$ cat src/rtl/argmax_unit.sv
// argmax_unit: scans NEURON_NB elements LANES at a time and reports the index and value
// of the largest candidate, plus the saturating margin to the runner-up.
module argmax_unit #(
    parameter int unsigned NEURON_NB   = 10,
    parameter int unsigned WIDTH       = 16,
    parameter int unsigned LANES       = 2,
    parameter int unsigned IDX_W       = 4,
    parameter bit          SIGNED_MODE = 1'b1,
    parameter bit          RELU_MODE   = 1'b1
) (
    input  logic                       clk,
    input  logic                       reset,
    input  logic                       start,
    input  logic [WIDTH*NEURON_NB-1:0] in_data,
    input  logic                       tie_last,
    input  logic                       out_ready,
    output logic                       busy,
    output logic                       out_valid,
    output logic [IDX_W-1:0]           digit,
    output logic [WIDTH-1:0]           max_val,
    output logic [WIDTH-1:0]           margin,
    output logic                       none_valid
);

    localparam int unsigned DATA_W = WIDTH * NEURON_NB;
    // Pointer must hold one group past the last element without wrapping.
    localparam int unsigned PTR_W = $clog2(NEURON_NB + LANES + 1);
    localparam logic [PTR_W-1:0] PTR_STEP = PTR_W'(LANES);

    typedef enum logic [1:0] {
        StIdle,
        StScan,
        StHold
    } state_e;

    state_e state_q, state_d;

    // Scan context. The snapshot shifts down by one group per SCAN cycle so the
    // current group always sits in the low LANES*WIDTH bits.
    logic [DATA_W-1:0] snap_q;
    logic              tie_q;
    logic [PTR_W-1:0]  ptr_q;
    logic [WIDTH-1:0]  best_q, best_d;
    logic [WIDTH-1:0]  second_q, second_d;
    logic [IDX_W-1:0]  best_idx_q, best_idx_d;
    logic              found_q, found_d;
    logic              second_set_q, second_set_d;

    // Registered result.
    logic [IDX_W-1:0]  digit_q;
    logic [WIDTH-1:0]  max_val_q;
    logic [WIDTH-1:0]  margin_q, margin_d;
    logic              none_valid_q;

    // FSM strobes.
    logic scan_load;
    logic scan_step;
    logic scan_done;
    logic last_group;

    // Lane working variables.
    logic [31:0]      lane_idx;
    logic [WIDTH-1:0] lane_val;
    logic [WIDTH:0]   best_ext;
    logic [WIDTH:0]   second_ext;
    logic [WIDTH:0]   diff;

    function automatic logic is_cand(input logic [WIDTH-1:0] v);
        return RELU_MODE ? ~v[WIDTH-1] : 1'b1;
    endfunction

    function automatic logic greater(input logic [WIDTH-1:0] a, input logic [WIDTH-1:0] b);
        if (SIGNED_MODE) begin
            return $signed(a) > $signed(b);
        end
        return a > b;
    endfunction

    // The current group is the final one once it reaches or passes the last element.
    assign last_group = (32'(ptr_q) + LANES) >= NEURON_NB;

    // State register.
    always_ff @(posedge clk or negedge reset) begin
        if (!reset) begin
            state_q <= StIdle;
        end else begin
            state_q <= state_d;
        end
    end

    // Next-state logic, status outputs and datapath strobes.
    always_comb begin
        state_d   = state_q;
        busy      = 1'b0;
        out_valid = 1'b0;
        scan_load = 1'b0;
        scan_step = 1'b0;
        scan_done = 1'b0;
        unique case (state_q)
            StIdle: begin
                if (start) begin
                    scan_load = 1'b1;
                    state_d   = StScan;
                end
            end
            StScan: begin
                busy      = 1'b1;
                scan_step = 1'b1;
                if (last_group) begin
                    scan_done = 1'b1;
                    state_d   = StHold;
                end
            end
            StHold: begin
                busy      = 1'b1;
                out_valid = 1'b1;
                // start is deliberately not looked at here, even on the exit edge.
                if (out_ready) begin
                    state_d = StIdle;
                end
            end
            default: begin
                state_d = StIdle;
            end
        endcase
    end

    // Fold the current group into best/second, lanes in ascending index order.
    always_comb begin
        best_d       = best_q;
        second_d     = second_q;
        best_idx_d   = best_idx_q;
        found_d      = found_q;
        second_set_d = second_set_q;
        lane_idx     = '0;
        lane_val     = '0;
        for (int unsigned l = 0; l < LANES; l++) begin
            lane_idx = 32'(ptr_q) + l;
            lane_val = WIDTH'(snap_q >> (WIDTH * l));
            // Lanes past the end of the vector in the last partial group are dropped.
            if (lane_idx < NEURON_NB && is_cand(lane_val)) begin
                if (!found_d || greater(lane_val, best_d) ||
                    ((lane_val == best_d) && tie_q)) begin
                    if (found_d) begin
                        second_d     = best_d;
                        second_set_d = 1'b1;
                    end
                    best_d     = lane_val;
                    best_idx_d = lane_idx[IDX_W-1:0];
                    found_d    = 1'b1;
                end else if (!second_set_d || greater(lane_val, second_d)) begin
                    second_d     = lane_val;
                    second_set_d = 1'b1;
                end
            end
        end
    end

    // Margin in WIDTH+1 bits; best never sits below second, so bit WIDTH only flags overflow.
    always_comb begin
        best_ext   = SIGNED_MODE ? {best_d[WIDTH-1], best_d} : {1'b0, best_d};
        second_ext = SIGNED_MODE ? {second_d[WIDTH-1], second_d} : {1'b0, second_d};
        diff       = best_ext - second_ext;
        if (!found_d) begin
            margin_d = '0;
        end else if (!second_set_d || diff[WIDTH]) begin
            margin_d = '1;
        end else begin
            margin_d = diff[WIDTH-1:0];
        end
    end

    // Scan context: cleared on start, advanced one group per SCAN cycle.
    always_ff @(posedge clk or negedge reset) begin
        if (!reset) begin
            snap_q       <= '0;
            tie_q        <= 1'b0;
            ptr_q        <= '0;
            best_q       <= '0;
            second_q     <= '0;
            best_idx_q   <= '0;
            found_q      <= 1'b0;
            second_set_q <= 1'b0;
        end else if (scan_load) begin
            snap_q       <= in_data;
            tie_q        <= tie_last;
            ptr_q        <= '0;
            best_q       <= '0;
            second_q     <= '0;
            best_idx_q   <= '0;
            found_q      <= 1'b0;
            second_set_q <= 1'b0;
        end else if (scan_step) begin
            snap_q       <= snap_q >> (WIDTH * LANES);
            ptr_q        <= ptr_q + PTR_STEP;
            best_q       <= best_d;
            second_q     <= second_d;
            best_idx_q   <= best_idx_d;
            found_q      <= found_d;
            second_set_q <= second_set_d;
        end
    end

    // Result registers only move when the last group has been folded in.
    always_ff @(posedge clk or negedge reset) begin
        if (!reset) begin
            digit_q      <= '0;
            max_val_q    <= '0;
            margin_q     <= '0;
            none_valid_q <= 1'b0;
        end else if (scan_done) begin
            digit_q      <= found_d ? best_idx_d : '0;
            max_val_q    <= found_d ? best_d : '0;
            margin_q     <= margin_d;
            none_valid_q <= ~found_d;
        end
    end

    assign digit      = digit_q;
    assign max_val    = max_val_q;
    assign margin     = margin_q;
    assign none_valid = none_valid_q;

endmodule
$ cat config.mk
export PLATFORM = sky130hd
export DESIGN_NAME = argmax_unit
export DESIGN_NICKNAME = d
export VERILOG_FILES = /design/src/rtl/argmax_unit.sv
export SDC_FILE = /design/constraint.sdc
export NUM_CORES = 1
export LEC_CHECK = 0
export ABC_AREA = 1
export BUFFER_PORTS_ARGS = -buffer_cell sky130_fd_sc_hd__buf_2
export CORE_ASPECT_RATIO = 0.75
export CORE_MARGIN = 1
export CORE_UTILIZATION = 48
export DETAILED_ROUTE_END_ITERATION = 6
export PLACE_DENSITY = 0.79
export SLEW_MARGIN = 0
export SYNTH_ARGS = -nofsm -noshare
export SYNTH_HDL_FRONTEND = slang
export SYNTH_SLANG_ARGS = --single-unit
$ cat constraint.sdc
create_clock -name clk -period 12.8 [get_ports clk]
set_input_delay 0 -clock clk [delete_from_list [all_inputs] [get_ports clk]]
set_output_delay 0 -clock clk [all_outputs]
set_load 0.02 [all_outputs]
==> run summary, run 1 <==
Maxcap violations: 0
Detailed-route DRC error count: 0
Root buf cell: clkbuf_16
RSZ-0062 raised after global routing: no
Most common cell after layout, fill and taps aside: nand2_1
Non-Filler Instances: 2488
DRT iter0 DRCs: 1457
Die ar.: 30000 µm²
CP required: 13.20 ns
Final Skew: 0.0160 ns
Worst setup path end: margin[13]
Worst Path Max Fanout: 36
Gp weighted congestion: 0.979
Drt via density: 5.73
Vias in the first global route: 14099
Setup_tns: 0 ns
Worst path max stage delay: 0.95 ns
Dpl ws: 5.55 ns
Initial Util: 49.5%
Synth-to-Final Area Change: 25.9%
I/O pin count: 204
Slowest-stage cell, CP: dfrtp_1
Hold_ws: 0.121 ns
CP Launch Point: found_q
Synth Register Bits: 241
Row count: 53
Worst hold path type: in2reg
Share of layout cells above drive strength 1: 15.0%
Largest net degree at the start of global routing: 124
Initial antenna violation count: 3
Final slew viol count: 0
# clock sinks: 241
Mean routed wirelength per cell: 20.6 µm
Most used DFF post-synth: dfrtp_1
Fin crit period: 7.53 ns
CP Class: reg2reg
Synth top area cells: dfrtp_1 43%, nand2_1 14%, inv_1 7.7%, ha_1 7.6%, o221ai_1 7.5%
Placed Cells: 2277
Area of the multi-input gates: 6520 µm²
Synth Cell Area: 14100 µm²
Synth unique cells: 49
Synth area leader: dfrtp_1
# nets final: 2336
Reg2reg path depth: 30
F_max: 0.133 GHz
First-pass GRT wire length: 78700 µm
Synth top area share: 42.8%
Syn Nets: 2018
Mean post-synth cell area: 7.97 µm²
Post-synthesis sequential area ratio: 42.8%
Core area: 28400 µm²
Total track usage: 34.7%
Worst-path clk slew: 0.08 ns
Antenna viol nets, final: 0
Commonest cells after routing, fill and taps aside: 515 x nand2_1, 288 x inv_1, 241 x dfrtp_1, 202 x buf_2, 165 x dlygate4sd3_1
Reg2reg start: found_q
Max-slew headroom: 18.4%
Register area: 6030 µm²
Synth Instances: 1766
EDFF count, synth: 0
Die Width: 200 µm
Maximum buffer depth of the clock tree: 3
Fraction of registers with async set/reset: 100%
TritonCTS Buffers: 25
CP Capture Type: register
Final WL: 51300 µm
R2r endpoint: margin[13]
Via count: 14244
Input/output buffers: 203
Critical Path Source Type: register
Crit path top cell by count: nand2_1
Final cycle utilization of the critical path: 58.8%
Setup slack after layout: 5.27 ns
Final Hold Vio Count: 0
Fill cells: 2307
Gr ovfl total: 0
Worst-Margin Slew: 1.22 ns
Die Y-Extent: 150 µm
Outcome: completed
Setup-failing EPs final: 0
R2r setup slk: 5.27 ns
TritonRoute pass-1 iters: 6
WP data arrival: 7.93 ns
Worst skew pair latency: 0.54 ns
Postcts setup bufs: 0
CTS tree: built
Dpl hpwl: 33100 µm
Ys Warns: 0
H-tree depth: 1
==> final cells by class <==
| class | count | share of cell area (%) |
|---|---|---|
| Antenna cell | 3 | 0.0424 |
| Clock buffer | 35 | 4.03 |
| Clock inverter | 8 | 0.537 |
| Inverter | 301 | 6.42 |
| Multi-Input combinational cell | 1140 | 36.8 |
| Sequential cell | 241 | 34.0 |
| Tap cell | 385 | 2.72 |
| Timing Repair Buffer | 375 | 15.4 |
==> synthesized netlist by cell type, drive strengths merged, types with 4 or more instances <==
master  instances
a21o            4
inv           300
o21a            6
dfrtp         241
a21oi          56
o22ai          25
a31oi           7
nand4          10
nor2           49
buf            25
ha             86
o211ai         13
nor3            7
xor2            4
a211oi          4
nand2         527
o21ai         141
o221ai        120
nand3          62
clkbuf         59
==> flip-flops by register name (all words and copies together) (netlist names) <==
name	count
snap_q	160
best_q	16
margin	16
max_val	16
second_q	16
best_idx_q	4
digit	4
ptr_q	3
state_q	2
found_q	1
none_valid	1
second_set_q	1
tie_q	1
==> worst max-delay path, delay by kind of cell (launching register included) <==
| kind | cells | cell delay (ns) |
|---|---|---|
| DFF | 1 | 0.95 |
| adders and majority gates | 2 | 0.62 |
| buffers and inverters | 3 | 0.66 |
| AOI/OAI and AO/OA | 11 | 2.22 |
| and+or+nand+nor | 14 | 2.91 |
==> per-stage QoR <==
stage	area [µm²]	utilization [%]
after floorplan	14100	-
after global placement	15300	53.6
after detailed placement	15300	53.6
after CTS	17700	62.3
after global routing	17700	62.3
final	17700	62.3
==> worst min-delay path by stage <==
stage,to,startpoint,depth (start not counted)
CTS,snap_q[151],start,5
global placement,snap_q[102],reset,1
finish,snap_q[149],start,5
detailed placement,snap_q[100],reset,1
floorplan,best_idx_q[0],reset,0
global route,snap_q[148],start,5
==> what timing repair did <==
| action | CTS | global route |
|---|---|---|
| setup endpoints to repair | 0 | 0 |
| hold endpoints to repair | 278 | 0 |
| gates resized for setup | 0 | 0 |
| hold buffers | 165 | 0 |
==> cells by family (layout without fill, tap and decap cells) <==
kind of cell | after synthesis | count (layout) | synth area share [%]
simple gates | 663 | 663 | 19.5
other cells | 0 | 3 | 0
compound gates | 384 | 384 | 18.6
flops | 241 | 241 | 42.8
buf+inv | 385 | 719 | 10.8
xor+xnor | 6 | 6 | 0.373
fa+ha+maj | 87 | 87 | 7.79
==> routing by layer <==
metal  vias up  track usage [%]  part of all wire, %
met5         -                0                    0
met4         0             13.3                  4.0
met3       151             8.04                  8.9
met2       737             53.2                   44
met1      6877             47.5                   43
li1       6479                -                    -
Power of run 1 is not shown: default switching activity piles up to over one toggle a cycle in this logic, so the estimate is an artifact.
==> inputs of run 2 (changes only) <==
==> constraint.sdc (replaced) <==
create_clock -name clk -period 7.9 [get_ports clk]
set_input_delay 0 -clock clk [delete_from_list [all_inputs] [get_ports clk]]
set_output_delay 0 -clock clk [all_outputs]
set_load 0.02 [all_outputs]
==> run 2 against run 1 <==
The flow now finishes with violations (negative hold slack). Hold slack worse by 0.14 ns. Global-route usage is 0.66 points lower. Final area is 0.42% higher. Clock skew is 0.0028 ns lower. Routed wire length is 0.87% lower. Sequential cell count stayed put. Die area stayed put. Maximum frequency is 8.0% higher. Final cell count is 0.24% higher. Sequential share of layout area is 0.14 points lower. Critical path depth is 14 higher.
==> run summary, run 2 (synthesized netlist as in run 1, its figures left out) <==
Outcome: complete, but fails checks
Violated checks: negative hold slack
TritonRoute pass-1 iters: 6 (unchanged)
Most common cell after layout, fill and taps aside: nand2_1
Placed Cells: 2278 (+0.044%)
Final WL: 50800 µm (-0.87%)
CP Capture Type: register
Hold_ws: -0.0239 ns (-0.145 ns)
Input/output buffers: 203 (unchanged)
I/O pin count: 204 (unchanged)
Postcts setup bufs: 0 (unchanged)
F_max: 0.144 GHz (+8.0%)
Gr ovfl total: 0 (unchanged)
Share of layout cells above drive strength 1: 15.2% (+0.11 points)
Vias in the first global route: 13885 (-1.5%)
Non-Filler Instances: 2494 (+0.24%)
First-pass GRT wire length: 77500 µm (-1.6%)
Crit path top cell by count: nand2_1
Largest net degree at the start of global routing: 178 (+44%)
Worst-Margin Slew: 1.10 ns (-0.121 ns)
Setup-failing EPs final: 0 (unchanged)
Final cycle utilization of the critical path: 88.2% (+29 points)
Synth-to-Final Area Change: 26.4%
Max-slew headroom: 26.5% (+8.1 points)
Dpl hpwl: 32700 µm (-1.2%)
Worst path max stage delay: 0.49 ns (-0.46 ns)
Die Y-Extent: 150 µm (unchanged)
Commonest cells after routing, fill and taps aside: 515 x nand2_1, 288 x inv_1, 241 x dfrtp_1, 202 x buf_2, 165 x dlygate4sd3_1
CP Class: reg2reg
Via count: 14208 (-0.25%)
Dpl ws: 1.14 ns (-4.42 ns)
CP required: 8.30 ns (-4.90 ns)
WP data arrival: 7.37 ns (-0.56 ns)
RSZ-0062 raised after global routing: no
Worst skew pair latency: 0.55 ns (about the same)
DRT iter0 DRCs: 1519 (+4.3%)
Gp weighted congestion: 0.984 (+0.52%)
Worst-path clk slew: 0.06 ns (-0.02 ns)
Maxcap violations: 0 (unchanged)
Total track usage: 34.0% (-0.66 points)
Die ar.: 30000 µm² (unchanged)
Final Hold Vio Count: 11 (+11)
Fill cells: 2324 (+0.74%)
# clock sinks: 241 (unchanged)
Setup slack after layout: 0.932 ns (-4.34 ns)
Die Width: 200 µm (unchanged)
Maximum buffer depth of the clock tree: 3 (unchanged)
Initial antenna violation count: 3 (unchanged)
Row count: 53 (unchanged)
Setup_tns: 0 ns (unchanged)
H-tree depth: 1 (unchanged)
Resize count post-CTS: 0 (unchanged)
TritonCTS Buffers: 26 (+4.0%)
Antenna viol nets, final: 0 (unchanged)
Drt via density: 5.70 (-0.49%)
Fin crit period: 6.97 ns (-0.560 ns)
Initial Util: 49.5% (unchanged)
Max reg flops: 160 (unchanged)
# nets final: 2338 (+0.086%)
Crit-path leading delay family: simple AND/OR/NAND/NOR gates
Final slew viol count: 0 (unchanged)
Final Skew: 0.0132 ns (-0.00277 ns)
Root buf cell: clkbuf_16
Core area: 28400 µm² (unchanged)
Mean routed wirelength per cell: 20.4 µm (-1.1%)
Slowest-stage cell, CP: nor4_2
Critical Path Source Type: register
CTS tree: built
Worst Path Max Fanout: 23 (-36%)
Worst Path Buf+Inv: 4 (+1)
Worst hold path type: in2async
Detailed-route DRC error count: 0 (unchanged)
Biggest register: snap_q
-- run 2: cell count changes in the layout (fill, tap and decap cells not counted), moves of 2 or more --
cell / change
clkbuf_8: +2
clkinv_2: -2
clkbuf_1: +2
clkbuf_16: +2
-- run 2: final timing paths --
| kind | slack (ns) | from | cells after the start | end |
|---|---|---|---|---|
| max | 0.93 | second_q[5] | 44 | margin[3] |
| min | -0.02 | reset | 2 | snap_q[102] |
| max reg2reg | 0.93 | second_q[5] | 44 | margin[3] |
| min reg2reg | 0.48 | margin[15] | 2 | margin[15] |
| max in group asynchronous | 6.47 | reset | 3 | max_val[15] |
| min in group clk | 0.17 | start | 5 | snap_q[148] |
-- run 2: what timing repair did --
action	CTS	global route
hold endpoints to repair	227	0
setup endpoints to repair	0	0
hold buffers	165	0
-- run 2: cell type report --
| type | instances | area [µm²] | area share [%] |
|---|---|---|---|
| clock inverter | 6 | 62.6 | 0.352 |
| sequential | 241 | 6030 | 33.9 |
| timing repair buffer | 376 | 2750 | 15.5 |
| inverter | 301 | 1140 | 6.39 |
| multi-input combinational | 1140 | 6520 | 36.7 |
| clock buffer | 41 | 798 | 4.49 |
| antenna | 4 | 10.0 | 0.0563 |
| tap | 385 | 482 | 2.71 |
-- run 2: per-layer routing --
| metal | GRT usage (%) | part of all wire (%) |
|---|---|---|
| met1 | 46.2 | 43 |
| met2 | 53.3 | 45 |
| met3 | 7.28 | 9.0 |
| met4 | 12.7 | 3.8 |
| met5 | 0 | 0 |
-- run 2: metrics by stage --
stage | utilization, % | hold WS [ns] | cell area [µm²]
6_report | 62.5 | -0.0239 | 17800
3_5_place_dp | 53.7 | -0.0164 | 15300
3_3_place_gp | 53.7 | -0.0204 | 15300
2_1_floorplan | - | -0.296 | 14100
4_1_cts | 62.5 | 0.00609 | 17800
5_1_grt | 62.5 | 0.0205 | 17800
Power of run 2 is left out for the same reason.
==> inputs of run 3 (changes only) <==
--- a/config.mk
+++ b/config.mk
@@ -6,12 +6,12 @@
 export NUM_CORES = 1
 export LEC_CHECK = 0
 export ABC_AREA = 1
-export BUFFER_PORTS_ARGS = -buffer_cell sky130_fd_sc_hd__buf_2
 export CORE_ASPECT_RATIO = 0.75
 export CORE_MARGIN = 1
 export CORE_UTILIZATION = 48
 export DETAILED_ROUTE_END_ITERATION = 6
-export PLACE_DENSITY = 0.79
+export DONT_BUFFER_PORTS = 1
+export PLACE_DENSITY = 0.75
 export SLEW_MARGIN = 0
 export SYNTH_ARGS = -nofsm -noshare
 export SYNTH_HDL_FRONTEND = slang
==> constraint.sdc (replaced) <==
create_clock -name clk -period 6 [get_ports clk]
set_input_delay 0 -clock clk [delete_from_list [all_inputs] [get_ports clk]]
set_output_delay 0 -clock clk [all_outputs]
set_load 0.02 [all_outputs]
==> run 3 against run 2 <==
The flow now finishes without violations. Count of clock-buffer cells in the layout shrank 11. Utilization grew 5.6 points. Sequential cell count is the same. Sequential share of layout area shrank 2.8 points. Critical path depth is the same. Register-to-register slack lost 0.82 ns. Largest cell class unchanged.
==> run summary, run 3 (synthesized netlist as in run 1, its figures left out) <==
WP data arrival: 6.31 ns (-1.06 ns)
Fill cells: 2147 (-7.6%)
Drt via density: 5.75 (+0.87%)
# nets final: 2351 (+0.56%)
Setup-failing EPs final: 0 (unchanged)
Worst skew pair latency: 0.56 ns (about the same)
Most common cell after layout, fill and taps aside: nand2_1
Share of layout cells above drive strength 1: 22.2% (+7.1 points)
Input/output buffers: 0 (-100%)
Maximum buffer depth of the clock tree: 3 (unchanged)
Worst hold path type: in2reg
TritonRoute pass-1 iters: 6 (unchanged)
Gr ovfl total: 0 (unchanged)
Total track usage: 34.7% (+0.73 points)
Root buf cell: clkbuf_16
Vias in the first global route: 14014 (+0.93%)
Antenna viol nets, final: 0 (unchanged)
CTS tree: built
CP Class: reg2reg
I/O pin count: 204 (unchanged)
CP Capture Type: register
DRT iter0 DRCs: 1075 (-29%)
Register area: 6040 µm² (+0.12%)
R2r setup slk: 0.11 ns (-0.82 ns)
Initial antenna violation count: 4 (+1)
Synth-to-Final Area Change: 37.8%
Crit path top cell by count: nand2_2
Gp weighted congestion: 1.06 (+7.3%)
Commonest cells after routing, fill and taps aside: 481 x nand2_1, 266 x inv_1, 235 x dfrtp_1, 208 x buf_4, 165 x dlygate4sd3_1
# clock sinks: 241 (unchanged)
Slowest-stage cell, CP: dfrtp_2
Die Y-Extent: 150 µm (unchanged)
Initial Util: 49.5% (unchanged)
Final WL: 53200 µm (+4.7%)
RSZ-0062 raised after global routing: yes
Final slew viol count: 0 (unchanged)
Worst-path clk slew: 0.06 ns (about the same)
H-tree depth: 1 (unchanged)
Worst path max stage delay: 0.43 ns (-0.06 ns)
Final Skew: 0.0324 ns (+0.0191 ns)
Final Hold Vio Count: 0 (-11)
Biggest register: snap_q
Max-slew headroom: 10.6% (-16 points)
Die ar.: 30000 µm² (unchanged)
CP required: 6.42 ns (-1.88 ns)
Max reg flops: 160 (unchanged)
Via count: 14378 (+1.2%)
Final cycle utilization of the critical path: 98.1% (+9.9 points)
Detailed-route DRC error count: 0 (unchanged)
Area of the multi-input gates: 7330 µm² (+12%)
Die Width: 200 µm (unchanged)
Core area: 28400 µm² (unchanged)
Critical Path Source Type: register
Dpl hpwl: 34800 µm (+6.2%)
TritonCTS Buffers: 25 (-3.8%)
Setup_tns: 0 ns (unchanged)
First-pass GRT wire length: 78800 µm (+1.7%)
Hold_ws: 0.116 ns (+0.140 ns)
Mean routed wirelength per cell: 21.3 µm (+4.3%)
Fin crit period: 5.89 ns (-1.08 ns)
Largest net degree at the start of global routing: 242 (+36%)
Outcome: completed
Worst-Margin Slew: 1.34 ns (+0.239 ns)
Worst Path Max Fanout: 8 (-65%)
F_max: 0.170 GHz (+18%)
Row count: 53 (unchanged)
Maxcap violations: 0 (unchanged)
-- run 3: changes by cell type in the layout (fill, tap and decap cells not counted), sizes merged, moves of 2 or more --
cell,delta
clkbuf,-10
inv,-2
bufinv,+5
buf,+12
clkinv,+4
-- run 3: cell type report --
type / instances / share of cell area, %
multi-input combinational: 1141 / 37.8
timing repair buffer: 389 / 18.1
inverter: 301 / 5.97
clock buffer: 30 / 3.37
clock inverter: 12 / 1.14
sequential: 241 / 31.1
antenna: 3 / 0.0387
tap: 385 / 2.48
-- run 3: path summary, 6_finish.rpt --
| path | start | to | cells after the start |
|---|---|---|---|
| min reg2reg | best_idx_q[0] | best_idx_q[0] | 2 |
| min in group asynchronous | reset | second_q[3] | 2 |
| min | in_data[148] | snap_q[148] | 3 |
| max in group asynchronous | reset | snap_q[15] | 2 |
| max | snap_q[6] | margin[9] | 44 |
| max reg2reg | snap_q[6] | margin[9] | 44 |
-- run 3: through the flow --
stage	area (µm²)	setup WS (ns)	std cells	util [%]
floorplan	14100	0.737	1766	-
global placement	15700	-0.172	2255	55.0
detailed placement	15700	-0.201	2255	55.0
CTS	18400	0.00307	2475	64.7
global route	19400	-0.158	2502	68.2
finish	19400	0.114	2502	68.2
-- run 3: metal layers --
layer  up-vias  share of wire (%)  track usage, %
met4         0                3.8            11.9
met3       158                9.3            9.43
li1       6516                  -               -
met1      6993                 42            45.7
met2       711                 45            55.2
met5         -                  0               0
-- run 3: repair_timing --
item / in CTS / in global routing
gates resized for setup: 23 / 174
pin swaps: 7 / 52
endpoints found under the hold margin: 404 / 0
buffers inserted: 11 / 22
cloned: 1 / 2
hold buffers: 166 / 0
endpoints found under the setup margin: 16 / 16
-- run 3: critical path: cells and delay by family (launching register included) --
kind / cells / cell delay (ns)
and+or+nand+nor: 29 / 2.77
AOI/OAI and AO/OA: 5 / 0.84
buffers and inverters: 6 / 0.57
DFF: 1 / 0.43
adders and majority gates: 4 / 1.17
Power of run 3 is left out for the same reason.
